`src/rtl/alu_pkg.sv`:
```
// -----------------------------------------------------------------------------
// alu_pkg
// Shared definitions for the 8-bit ALU and the blocks that feed it.
//   ALU_WIDTH  : operand width of the ALU datapath
//   ALU_OPCODE : op code width of the ALU
//   alu_op_e   : op code encodings understood by the ALU
// -----------------------------------------------------------------------------
package alu_pkg;

    localparam int ALU_WIDTH  = 8;
    localparam int ALU_OPCODE = 3;

    typedef enum logic [ALU_OPCODE-1:0] {
        OP_ADD  = 3'b000,
        OP_SUB  = 3'b001,
        OP_AND  = 3'b010,
        OP_OR   = 3'b011,
        OP_XOR  = 3'b100,
        OP_SLT  = 3'b101,
        OP_SHL1 = 3'b110,
        OP_SHL2 = 3'b111
    } alu_op_e;

endpackage : alu_pkg

```
`src/rtl/sync_fifo.sv`:
```
// -----------------------------------------------------------------------------
// sync_fifo
// Single-clock FIFO with registered storage and a combinational head read.
//   clk, rst_n : clock, asynchronous active-low reset
//   push       : write wr_data at the tail (ignored when full or flushing)
//   pop        : advance past the head entry (ignored when empty or flushing)
//   flush      : synchronous clear of all entries; wins over push and pop
//   wr_data    : entry to write
//   rd_data    : current head entry (valid while !empty)
//   full/empty : occupancy flags
//   level      : number of stored entries, 0..DEPTH
// Pointers carry one extra wrap bit so full and empty are distinguishable and
// the occupancy is simply wr_ptr - rd_ptr.
// -----------------------------------------------------------------------------
module sync_fifo #(
    parameter int WIDTH = 8,
    parameter int DEPTH = 4
) (
    input  logic                     clk,
    input  logic                     rst_n,
    input  logic                     push,
    input  logic                     pop,
    input  logic                     flush,
    input  logic [WIDTH-1:0]         wr_data,
    output logic [WIDTH-1:0]         rd_data,
    output logic                     full,
    output logic                     empty,
    output logic [$clog2(DEPTH):0]   level
);

    localparam int AW = $clog2(DEPTH);
    localparam int LW = AW + 1;

    logic [WIDTH-1:0] mem [DEPTH];
    logic [LW-1:0]    wr_ptr;
    logic [LW-1:0]    rd_ptr;
    logic             do_push;
    logic             do_pop;

    assign level   = wr_ptr - rd_ptr;
    assign full    = (level == LW'(DEPTH));
    assign empty   = (level == '0);
    assign do_push = push && !full && !flush;
    assign do_pop  = pop && !empty && !flush;
    assign rd_data = mem[rd_ptr[AW-1:0]];

    // NOTE: storage has no reset; an entry is only ever read after it has been
    // written, and leaving it out keeps the array mappable onto plain flops/RAM.
    always_ff @(posedge clk) begin
        if (do_push) begin
            mem[wr_ptr[AW-1:0]] <= wr_data;
        end
    end

    // NOTE: sequential state uses non-blocking assignments so every register
    // samples pre-edge values regardless of block ordering.
    always_ff @(posedge clk or negedge rst_n) begin
        if (!rst_n) begin
            wr_ptr <= '0;
            rd_ptr <= '0;
        end else if (flush) begin
            wr_ptr <= '0;
            rd_ptr <= '0;
        end else begin
            if (do_push) begin
                wr_ptr <= wr_ptr + 1'b1;
            end
            if (do_pop) begin
                rd_ptr <= rd_ptr + 1'b1;
            end
        end
    end

endmodule : sync_fifo

```
`src/rtl/alu_cmd_queue.sv`:
```
// -----------------------------------------------------------------------------
// alu_cmd_queue
// Command buffer and issue stage in front of the 8-bit ALU. Producers push
// {A, B, op} commands over valid/ready; one command per cycle is issued into
// registered ALU operand ports with a one-cycle valid_data strobe.
//   clk, rst_n   : clock, asynchronous active-low reset
//   cmd_valid    : producer presents a command
//   cmd_ready    : queue can accept (not full)
//   cmd_a/b/op   : command operands and op code
//   alu_stall    : downstream hold; no issue while high
//   flush        : synchronous clear of all queued commands
//   data_in1/2   : registered operands to the ALU (hold when not issuing)
//   op_code      : registered op code to the ALU
//   valid_data   : one-cycle issue strobe
//   level        : number of queued commands
//   overflow_err : sticky; set when cmd_valid is seen while full
// -----------------------------------------------------------------------------
module alu_cmd_queue
    import alu_pkg::*;
#(
    parameter int WIDTH  = ALU_WIDTH,
    parameter int OPCODE = ALU_OPCODE,
    parameter int DEPTH  = 4
) (
    input  logic                   clk,
    input  logic                   rst_n,
    input  logic                   cmd_valid,
    output logic                   cmd_ready,
    input  logic [WIDTH-1:0]       cmd_a,
    input  logic [WIDTH-1:0]       cmd_b,
    input  logic [OPCODE-1:0]      cmd_op,
    input  logic                   alu_stall,
    input  logic                   flush,
    output logic [WIDTH-1:0]       data_in1,
    output logic [WIDTH-1:0]       data_in2,
    output logic [OPCODE-1:0]      op_code,
    output logic                   valid_data,
    output logic [$clog2(DEPTH):0] level,
    output logic                   overflow_err
);

    localparam int EW = 2 * WIDTH + OPCODE;

    logic [EW-1:0] wr_entry;
    logic [EW-1:0] head_entry;
    logic          fifo_full;
    logic          fifo_empty;
    logic          push;
    logic          issue;

    // Entry layout: {op, B, A}.
    assign wr_entry = {cmd_op, cmd_b, cmd_a};

    // A full queue never accepts, even if the head issues on the same edge:
    // cmd_ready is a pure function of the stored occupancy.
    assign cmd_ready = !fifo_full;
    assign push      = cmd_valid && !fifo_full && !flush;
    assign issue     = !fifo_empty && !alu_stall && !flush;

    sync_fifo #(
        .WIDTH (EW),
        .DEPTH (DEPTH)
    ) u_fifo (
        .clk     (clk),
        .rst_n   (rst_n),
        .push    (push),
        .pop     (issue),
        .flush   (flush),
        .wr_data (wr_entry),
        .rd_data (head_entry),
        .full    (fifo_full),
        .empty   (fifo_empty),
        .level   (level)
    );

    // Issue registers: operands only load on an issue so the ALU inputs do not
    // toggle while idle, stalled or flushed.
    always_ff @(posedge clk or negedge rst_n) begin
        if (!rst_n) begin
            data_in1   <= '0;
            data_in2   <= '0;
            op_code    <= '0;
            valid_data <= 1'b0;
        end else begin
            valid_data <= issue;
            if (issue) begin
                data_in1 <= head_entry[WIDTH-1:0];
                data_in2 <= head_entry[2*WIDTH-1:WIDTH];
                op_code  <= head_entry[EW-1:2*WIDTH];
            end
        end
    end

    // Sticky overflow: only reset clears it; flush deliberately leaves it.
    always_ff @(posedge clk or negedge rst_n) begin
        if (!rst_n) begin
            overflow_err <= 1'b0;
        end else if (cmd_valid && fifo_full) begin
            overflow_err <= 1'b1;
        end
    end

endmodule : alu_cmd_queue

```
`config.mk`:
```
export PLATFORM = sky130hd
export DESIGN_NAME = alu_cmd_queue
export DESIGN_NICKNAME = d
export VERILOG_FILES = /design/src/rtl/alu_pkg.sv /design/src/rtl/sync_fifo.sv /design/src/rtl/alu_cmd_queue.sv
export SDC_FILE = /design/constraint.sdc
export NUM_CORES = 1
export LEC_CHECK = 0
export ABC_AREA = 1
export CAP_MARGIN = 10
export CORE_MARGIN = 2
export CORE_UTILIZATION = 55
export CTS_CLUSTER_DIAMETER = 50
export DETAILED_ROUTE_END_ITERATION = 10
export GPL_TIMING_DRIVEN = 0
export PLACE_DENSITY = 0.84
export SYNTH_ARGS = -nofsm -noshare
export SYNTH_HDL_FRONTEND = slang
export SYNTH_HIERARCHICAL = 1
export SYNTH_SLANG_ARGS = --single-unit
```
`constraint.sdc`:
```
create_clock -name clk -period 4.45 [get_ports clk]
set_input_delay 0.89 -clock clk [delete_from_list [all_inputs] [get_ports clk]]
set_output_delay 0.89 -clock clk [all_outputs]
set_load 0.02 [all_outputs]
```
==> run_results.csv <==
group,metric,value,unit
outcome,outcome,"completed",
route,wirelength,9356,um
setup_path,cp.required,3.56,ns
clocking,cts_tree,"yes",
clocking,clkSinkCount,103,
power_and_ir_drop,power_density,420.3,mW/mm^2
route,wire_per_inst,18.31,um
timing,hold_violations,0,
final_layout,num_antenna_cells,0,
route,ant_nets,0,
placed_design,dp_cells,495,
route,drcViolationCount,0,
global_routing,grt_pass1_wl,14410,um
global_routing,grt_max_degree,20,
placed_design,gp_congestion,0.8263,
power_and_ir_drop,vdd_drop_max,0.0002098,V
final_layout,drive_gt1_share,12.14,%
timing,finalMaxSlewViolations,0,
setup_path,cp_max_fo,6,
route,first_iter_violations,222,
timing,rsz0062_at_grt,"false",
timing,setup_viol,0,
global_routing,antenna_found_initial,0,
setup_path,critPathSlowestCell,"clkdlybuf4s50_1",
die,die-area,0.008321,mm^2
clocking,numCtsBuffers,9,
timing,slew_headroom,64.45,%
clocking,cts_resized,0,
yosys,synthesis.nets,374,
yosys,yosysUniqueCellTypes,25,
min_path,whs_path_depth,2,
timing,setup_tns,0,ns
yosys,synth_top_area_share,54.55,%
yosys,synth_area_leaders,"edfxtp_1, dfrtp_1, o21ai_0",
setup_path,cp_common_cell,"inv_1",
placed_design,dpl_cell_area,0.004923,mm^2
clocking,clk-insertion-delay-late,0.37,ns
setup_path,cp-start-kind,"flip-flop",
setup_path,cp.arrival,2.66,ns
setup_path,crit_chain,"inv_1 > ha_1 > fa_1 > inv_1 > nand3_1 > nand3_4 > inv_1 > inv_1 > clkdlybuf4s50_1",
die,coreArea,0.007292,mm^2
yosys,yosysWarnings,6,
clocking,hold_buffers,0,
timing,fin_crit_sh,79.68,%
yosys,avgSynthCellArea,12.20,um^2
min_path,hold_class,"reg2reg",
placed_design,port_buffers,48,
setup_path,end_kind,"output port",
route,first_pass_iters,5,
yosys,yosysTopAreaCell,"edfxtp_1",
setup_path,max_stage_delay,0.59,ns
clocking,cts_buffer_depth,2,
die,pin_count,49,
job,maxCapViolations,0,
timing,fin_crit,3.546,ns
die,fp.dieH,91.22,um
yosys,synth_seq_cells,103,
final_layout,area_growth_syn_to_layout,22.64,%
final_layout,final_area,0.005131,mm^2
global_routing,grt_overflow,0,
die,die_w,91.22,um
global_routing,grt_use_total,23.30,%
route,viasPerCell,5.748,
yosys,synth_cells,343,
yosys,synth_area,0.004184,mm^2
final_layout,n_fill_cell,516,
final_layout,final_cells,511,
clocking,cts.clk_slew.worst_paths,0.10,ns
final_layout,num-nets-final,438,
clocking,clockRootBuffer,"clkbuf_8",
placed_design,dp_hpwl,5892,um
yosys,yosysSeqAreaShare,70.69,%
setup_path,r2r_cells,11,
clocking,postCtsSetupBuffers,0,
die,initial_core_util,57.38,%
route,vias,2937,
clocking,cts_max_level,3,
global_routing,grt_pass1_vias,2795,
timing,fmax,0.2820,GHz
timing,tightest_slew,0.5316,ns
setup_path,path_class,"reg2out",
power_and_ir_drop,p_leak,2.026,nW
die,num_rows,31,
timing,fin_skew,0.01165,ns
synth_stat cells, drive strengths merged:
cell / n
o21ai: 38
xor2: 2
nand2: 55
nand3: 30
dfrtp: 27
clkbuf: 8
buf: 10
inv: 20
ha: 6
o22ai: 19
a21o: 1
fa: 1
edfxtp: 76
nor2: 44
nand4: 6
metrics by stage:
stage	setup slack (ns)	util, %	hold WS [ns]	power, mW
final	0.9044	70.37	0.4769	2.157
after global routing	0.7483	70.37	0.5066	2.231
after CTS	0.9056	70.37	0.4816	2.161
after detailed placement	1.279	67.52	0.4576	1.577
after global placement	0.4276	65.67	0.4408	1.553
after floorplan	1.348	-	0.5189	1.354
sequential cells by signal (all words and copies together) (netlist names):
register       flops
u_fifo/wr_ptr      3
valid_data         1
u_fifo/rd_ptr      3
data_in2           8
data_in1           8
u_fifo/mem        76
op_code            3
overflow_err       1
layer usage:
metal | global-route usage, % | vias to the layer above | part of all wire [%]
li1 | - | 1329 | -
met1 | 28.48 | 1440 | 39
met5 | 0 | - | 0
met2 | 39.75 | 146 | 51
met3 | 5.145 | 22 | 7.7
met4 | 10.48 | 0 | 2.3
critical path: cells and delay by family, from the launching register on:
kind | cells | cell delay (ns)
adder cells (fa/ha/maj) | 2 | 0.66
buffers and inverters | 5 | 0.94
flip-flops | 1 | 0.42
AND/OR/NAND/NOR | 2 | 0.27
layout make-up:
| class | count | area, um^2 | share of cell area (%) |
|---|---|---|---|
| Tap cell | 99 | 123.9 | 2.414 |
| Timing Repair Buffer | 53 | 605.6 | 11.80 |
| Clock inverter | 6 | 80.08 | 1.561 |
| Sequential cell | 103 | 2958 | 57.64 |
| Inverter | 20 | 75.07 | 1.463 |
| Multi-Input combinational cell | 202 | 1046 | 20.39 |
| Clock buffer | 10 | 127.6 | 2.487 |
| Buffer | 18 | 115.1 | 2.243 |
worst paths after layout:
kind | endpoint | start | slack, ns
worst max-delay path | cmd_ready | u_fifo/wr_ptr[0]$_DFFE_PN0P_ | 0.90
worst min-delay path | data_in2[2]$_DFFE_PN0P_ | data_in2[2]$_DFFE_PN0P_ | 0.48
worst max register to register | u_fifo/mem[3][14]$_DFFE_PP_ | u_fifo/wr_ptr[0]$_DFFE_PN0P_ | 1.34
worst min register to register | data_in2[2]$_DFFE_PN0P_ | data_in2[2]$_DFFE_PN0P_ | 0.48
max in group asynchronous | data_in1[6]$_DFFE_PN0P_ | rst_n | 3.10
min in group asynchronous | data_in1[1]$_DFFE_PN0P_ | rst_n | 0.86
placed cells by master, fill, tap and decap left out, drive strengths merged, types with 2 or more instances in the layout:
master and n:
clkinv 3, nor2 44, clkdlybuf4s50 48, nand2 55, dfrtp 27, buf 15, inv 21, ha 6
xor2 2, nand3 30, o21ai 38, clkbuf 18, nand4 6, o22ai 19, edfxtp 76
cells by family (layout without fill, tap and decap cells):
logic type,Yosys count,count (layout),synth area share (%)
flip-flops,103,103,70.69
buffers and inverters,38,107,4.545
AO/OA/AOI/OAI,58,58,7.566
XOR/XNOR,2,2,0.4187
AND/OR/NAND/NOR,135,135,14.50
adder cells (fa/ha/maj),7,7,2.273
power by group:
| group | total [mW] | switching [mW] | internal [mW] | leakage (nW) |
|---|---|---|---|---|
| registers | 1.16 | 0.0476 | 1.11 | 1.04 |
| logic | 0.398 | 0.213 | 0.185 | 0.890 |
| clock network | 0.600 | 0.331 | 0.269 | 0.0998 |
| total | 2.16 | 0.592 | 1.56 | 2.03 |
(Power assumes the default switching activity.)
==> edit 1, RTL diff (same flow settings) <==
Reset style: synchronous (`rst_n`), changed in 3 clocked blocks. Comments in the files are not updated.
--- a/src/rtl/sync_fifo.sv
+++ b/src/rtl/sync_fifo.sv
@@ -56,3 +56,3 @@
     // samples pre-edge values regardless of block ordering.
-    always_ff @(posedge clk or negedge rst_n) begin
+    always_ff @(posedge clk) begin
         if (!rst_n) begin
--- a/src/rtl/alu_cmd_queue.sv
+++ b/src/rtl/alu_cmd_queue.sv
@@ -77,3 +77,3 @@
     // toggle while idle, stalled or flushed.
-    always_ff @(posedge clk or negedge rst_n) begin
+    always_ff @(posedge clk) begin
         if (!rst_n) begin
@@ -94,3 +94,3 @@
     // Sticky overflow: only reset clears it; flush deliberately leaves it.
-    always_ff @(posedge clk or negedge rst_n) begin
+    always_ff @(posedge clk) begin
         if (!rst_n) begin
Behaviour: differs if rst_n is asserted again (counterexample within 4 cycles, from zero or initial values and one cycle with rst_n low); with rst_n held inactive, the same outputs for 10 cycles.
==> edit 1 against the unedited design <==
  * Area after synthesis up 3.6%
  * Register-to-register slack worse by 0.49 ns
  * Sequential cell count up 2
  * Wire length down 5.6%
  * Cell area up 1.3%
  * Final cell count up 12%
  * Die area up 3.4%
  * Worst setup slack worse by 0.12 ns
  * Highest routed layer unchanged
Power is not compared: it rests on default switching activity, and its combinational part moved more than twofold at a synthesized area within 25%.
==> edit 1: results (changes against the unedited design) <==
Placement
  • Post-DP HPWL: 6.08 mm (+3.2%)
  • Dpl cells: 558 (+13%)
  • Area post-placement: 0.00500 mm2 (+1.7%)
  • Input/output buffers: 48 (unchanged)
  • Placer Congestion: 0.834 (+0.98%)

Setup path
  • Crit path DAT: 2.77 ns (+0.11 ns)
  • Worst path top cell family by delay: buffers and inverters
  • Crit-path max FO: 8 (+2)
  • Slowest stage cell, crit path: clkdlybuf4s50_1
  • Slowest Stage Delay on Critical Path: 0.59 ns (about the same)

Global routing
  • First-pass GRT wire length: 14.5 mm (+0.38%)
  • Antenna violations before repair: 0 (unchanged)
  • Largest net degree at the start of global routing: 18 (-10%)
  • GRT Resource Usage Total: 21.9% (-1.4 points)
  • Vias in the first global route: 3,030 (+8.4%)

Synth
  • Post-Syn Nets: 435 (+16%)
  • EDFF count, synth: 76 (unchanged)
  • Compound-Gate Fraction of Synth Area: 10.9% (+3.3 points)
  • Post-synthesis mux area share: 0% (unchanged)
  • Ranking of synthesized cells by area: edfxtp_1 (53%), dfxtp_1 (13%), nor2_1 (6.4%), o21ai_0 (4.3%), inv_1 (3.6%)
  • Seq/Total Area, Yosys: 66.1% (-4.6 points)
  • List of most frequent post-synthesis cells: edfxtp_1 (76), nor2_1 (74), inv_1 (41)
  • Post-synthesis xor/xnor area fraction: 0.202% (-0.22 points)
  • Synth async-reset ratio: 0% (-26 points)
  • Cells after Synth: 404 (+18%)
  • Library cells used by synthesis: 24 (-4.0%)
  • Post-synthesis adder-cell area fraction: 2.19% (-0.079 points)
  • YS warnings: 6 (unchanged)

Final layout
  • Number of flip-flops in the largest register: 76 (unchanged)
  • Final #Nets: 498 (+14%)
  • FILL cells: 561 (+8.7%)
  • Ant. Diodes: 0 (unchanged)
  • Share of post-route cells with drive strength above 1: 12.3% (+0.15 points)

Routing
  • Remaining DRCs: 0 (unchanged)
  • Vias per cell: 5.44 (-5.3%)
  • Via Count: 3,125 (+6.4%)
  • Iter 0 DRT Violations: 328 (+48%)
  • Detailed-route wire length per cell: 15.4 um (-16%)
  • 1st-pass router iterations: 5 (unchanged)

Clocking
  • Post CTS Setup Buffer Count: 0 (unchanged)
  • Post-cts resize count: 0 (unchanged)
  • Clk_lat worst skew: ~0.36 ns
  • Number of H-tree levels: 3 (unchanged)
  • Worst-path clk slew: roughly 0.09 ns
  • Clock Path Buffers: 2 (unchanged)
  • CTS buffer count: 9 (unchanged)
  • Clk root buf: clkbuf_8

Power and ir drop
  • LEAKAGE: between 1.5 and 2 nW
  • Max VDD drop: approximately 0.21 mV

Min path
  • Hold Crit Class: flip-flop to flip-flop

STA
  • Clock Skews: 0.0143 ns (+0.00267 ns)
  • Slew headroom: 58.1% (-6.3 points)

Run status
  • Status: finished, final reports clean
## edit 1: path summary, 6_finish.rpt
path              slack, ns                     endpoint  depth (start not counted)                     startpoint
setup / recovery       0.79                    cmd_ready                         11  u_fifo/wr_ptr[0]$_SDFFE_PP0P_
hold / removal         0.48    overflow_err$_SDFFE_PN0P_                          2      overflow_err$_SDFFE_PN0P_
setup reg to reg       0.85  u_fifo/mem[1][12]$_DFFE_PP_                         15  u_fifo/wr_ptr[0]$_SDFFE_PP0P_
hold reg to reg        0.48    overflow_err$_SDFFE_PN0P_                          2      overflow_err$_SDFFE_PN0P_
## edit 1: area by class of cell
| cell class | count | area, um2 | area share (%) |
|---|---|---|---|
| clock inverters | 7 | 71.3 | 1.37 |
| flip-flops and latches | 105 | 2860 | 55.1 |
| plain buffers | 21 | 115 | 2.21 |
| inverters | 44 | 165 | 3.18 |
| multi-input cells | 234 | 1200 | 23.1 |
| well taps | 102 | 128 | 2.45 |
| repair buffers | 52 | 533 | 10.3 |
| clock buffers | 9 | 124 | 2.38 |
## edit 1: logic make-up (layout without fill, tap and decap cells)
| group | after synthesis | after routing |
|---|---|---|
| simple gates | 143 | 143 |
| flops | 105 | 105 |
| compound gates | 83 | 83 |
| buf+inv | 65 | 133 |
| fa+ha+maj | 7 | 7 |
| xor+xnor | 1 | 1 |
## edit 1: through the flow
stage                     worst slack, ns  utilization [%]
after global routing                0.573             67.6
final                               0.786             67.6
after floorplan                      1.18                -
after CTS                           0.779             67.6
after detailed placement            0.767             65.1
after global placement              0.116             64.3
## edit 1: routing by layer
metal  vias to the layer above  part of all wire, %  global-route usage (%)  wire length (um)
met5                         -                    0                       0                 0
met4                         0                  1.7                    10.5               153
met1                      1476                   43                    28.3              3810
li1                       1497                    -                       -                 -
met2                       136                   49                    35.9              4330
met3                        16                  6.2                    3.91               545
## edit 1: report_power, final
group          internal [mW]  switching (mW)
combinational         0.0471          0.0588
clock                  0.259           0.313
sequential              1.06         0.00530
total                   1.36           0.377
## edit 1: worst reg2reg max path: stages, from the launching register on
cell and delay, ns:
dfxtp_1 0.42, inv_1 0.13, ha_1 0.24, fa_1 0.42, inv_1 0.10, nand2_1 0.07, nand2_1 0.08, nand2_1 0.07
nand3_2 0.16, inv_1 0.10, nor2_1 0.11, inv_1 0.05, nor2_1 0.34, nand2_1 0.24, nor2_2 0.54, buf_6 0.26
==> edit 2, RTL diff (config.mk and constraints unchanged) <==
Without the edit above. Change the package constant `ALU_WIDTH` from 8 to 12.
--- a/src/rtl/alu_pkg.sv
+++ b/src/rtl/alu_pkg.sv
@@ -9,3 +9,3 @@
 
-    localparam int ALU_WIDTH  = 8;
+    localparam int ALU_WIDTH  = 12;
     localparam int ALU_OPCODE = 3;
Ports: changed (resized cmd_a, cmd_b, data_in1 and data_in2); port bits go from 49 to 65. The function was not compared with the original's and may differ.
==> edit 2 against the unedited design <==
  * Sequential power rose by 39%
  * Wire length rose by 40%
  * Critical path type unchanged
  * Critical path depth is the same
  * Worst hold slack got worse by 0.0076 ns
  * Power is 55% higher
  * Die area increased by 34%
  * Cell area increased by 37%
  * Worst setup slack worse by 0.18 ns
  * Sequential cell count is 40 higher
  * Count of clock-buffer cells in the layout up 14
  * Sequential share of layout area is 1.0 points higher
  * Area after synthesis up 36%
  * Register-to-register slack worse by 0.41 ns
  * Synthesized cell count up 32%
==> edit 2: results (changes against the unedited design) <==
Final layout
  • FILL cells: 709 (+37%)
  • Synth-to-layout area growth: 23.5%
  • Ant. Diodes: 0 (unchanged)
  • Share of post-route cells with drive strength above 1: 11.7% (-0.48 points)
  • Number of flip-flops in the largest register: 108 (+42%)
  • Final #Nets: 575 (+31%)

Placement
  • Input/output buffers: 64 (+33%)
  • Setup slack after placement: 0.709 ns (-0.570 ns)
  • Post-DP HPWL: 8.13 mm (+38%)
  • Area post-placement: 0.00652 mm2 (+32%)
  • Placer Congestion: 0.751 (-9.1%)

Global routing
  • GRT Resource Usage Total: 24.9% (+1.6 points)
  • First-pass GRT wire length: 20.6 mm (+43%)
  • Vias in the first global route: 4,097 (+47%)
  • Antenna violations before repair: 0 (unchanged)
  • Largest net degree at the start of global routing: 36 (+80%)

Clocking
  • Clock Path Buffers: 2 (unchanged)
  • Post CTS Setup Buffer Count: 0 (unchanged)
  • Number of H-tree levels: 4 (+1)
  • Clk_lat worst skew: 0.52 ns (+0.15 ns)
  • Worst-path clk slew: 0.06 ns (-0.04 ns)
  • CTS buffer count: 17 (+8)

Routing
  • Vias per cell: 5.70 (-0.84%)
  • 1st-pass router iterations: 7 (+2)
  • Iter 0 DRT Violations: 500 (+130%)
  • Routed wire length: 13.1 mm (+40%)

Setup path
  • Slowest stage cell, crit path: clkdlybuf4s50_1
  • Crit-path max FO: 6 (unchanged)
  • FF-to-FF setup slack: 0.93 ns (-0.41 ns)
  • Worst setup startpoint: u_fifo/wr_ptr[0]$_DFFE_PN0P_
  • Reg-to-reg endpoint: u_fifo/mem[0][5]$_DFFE_PP_
  • Crit path DAT: 2.84 ns (+0.18 ns)
  • Slowest Stage Delay on Critical Path: 0.59 ns (about the same)
  • Worst path top cell family by delay: buffers and inverters
  • Reg2reg path depth: 10 (-1)

Min path
  • Hold path depth: 2 (unchanged)
  • Beginning of the worst hold path: data_in2[0]$_DFFE_PN0P_
  • Hold Crit Class: flip-flop to flip-flop
  • Worst Hold Path EP: data_in2[0]$_DFFE_PN0P_

STA
  • Slew headroom: 33.8% (-31 points)
  • Clock Skews: 0.00495 ns (-0.00671 ns)

Synth
  • Dominant synthesized flop cell: edfxtp_1
  • List of most frequent post-synthesis cells: edfxtp_1 (108), nand2_1 (63), nor2_1 (59)
  • YS warnings: 6 (unchanged)
  • Seq/Total Area, Yosys: 72.4% (+1.8 points)
  • EDFF count, synth: 108 (+42%)
  • Post-Syn Nets: 492 (+32%)
  • Synth async-reset ratio: 24.5% (-1.7 points)
  • Ranking of synthesized cells by area: edfxtp_1 (57%), dfrtp_1 (15%), o21ai_0 (4.4%), nand2_1 (4.2%), nor2_1 (3.9%)
  • Library cells used by synthesis: 26 (+4.0%)

Run status
  • Status: finished, final reports clean

Power and ir drop
  • LEAKAGE: 2.75 nW (+36%)
  • Max VDD drop: 0.241 mV (+15%)
==> edit 2: cell types whose count changed after synthesis, sizes merged <==
| cell | before | now |
|---|---|---|
| edfxtp | 76 | 108 |
| nand2 | 55 | 71 |
| nor2 | 44 | 60 |
| o21ai | 38 | 54 |
| dfrtp | 27 | 35 |
| nand3 | 30 | 38 |
| o22ai | 19 | 27 |
| buf | 10 | 17 |
| clkbuf | 8 | 7 |
==> edit 2: how the worst max path moves through the flow <==
stage                            endpoint  slack, ns  cells after the start
5_1_grt                         cmd_ready       0.59                      9
3_3_place_gp   u_fifo/mem[3][4]$_DFFE_PP_      -0.34                      8
2_1_floorplan  u_fifo/mem[0][0]$_DFFE_PP_       1.00                     10
4_1_cts                         cmd_ready       0.71                      9
3_5_place_dp   u_fifo/mem[0][4]$_DFFE_PP_       0.71                      8
6_report                        cmd_ready       0.72                      9
==> edit 2: per-layer routing <==
metal	GRT usage [%]	part of all wire, %	vias to the layer above
met3	6.43	7.0	20
met1	30.0	39	1916
li1	-	-	1777
met4	11.7	1.5	0
met2	42.1	53	191
met5	0	0	-
==> edit 2: area by class of cell <==
type                            instances  area share, %
Clock buffer                           24           6.56
Buffer                                 24           2.12
Tap cell                              136           2.42
Inverter                               20           1.07
Timing Repair Buffer                   64           9.05
Multi-Input combinational cell        266           19.5
Clock inverter                          8          0.570
Sequential cell                       143           58.7
==> edit 2: cells by family after synthesis <==
kind of cell / Yosys count / share of synthesized area [%]
xor gates and xnor gates: 2 / 0.308
buffers and inverters: 44 / 3.94
and+or+nand+nor: 175 / 13.8
DFF: 143 / 72.4
AOI/OAI and AO/OA: 82 / 7.86
adders and majority gates: 7 / 1.67
==> edit 2: power breakdown <==
| part | internal, mW | switching [mW] | total [mW] | leakage, nW |
|---|---|---|---|---|
| clock network | 0.704 | 0.487 | 1.19 | 0.247 |
| registers | 1.55 | 0.0613 | 1.61 | 1.43 |
| logic | 0.244 | 0.298 | 0.542 | 1.08 |
==> edit 2: worst register-to-register path, delay by kind of cell, from the launching register on <==
family / cells / cell delay, ns
flops: 1 / 0.40
fa+ha+maj: 2 / 0.65
buf+inv: 3 / 0.32
simple gates: 5 / 1.74
==> edit 2: through the flow <==
| stage | hold slack, ns | total power [mW] | instances | TNS [ns] |
|---|---|---|---|---|
| after global routing | 0.498 | 3.46 | 685 | 0 |
| final | 0.469 | 3.34 | 685 | 0 |
| after CTS | 0.474 | 3.37 | 685 | 0 |
| after detailed placement | 0.460 | 2.18 | 653 | 0 |
| after global placement | 0.441 | 2.15 | 653 | -32.72 |
| after floorplan | 0.517 | 1.88 | 453 | 0 |
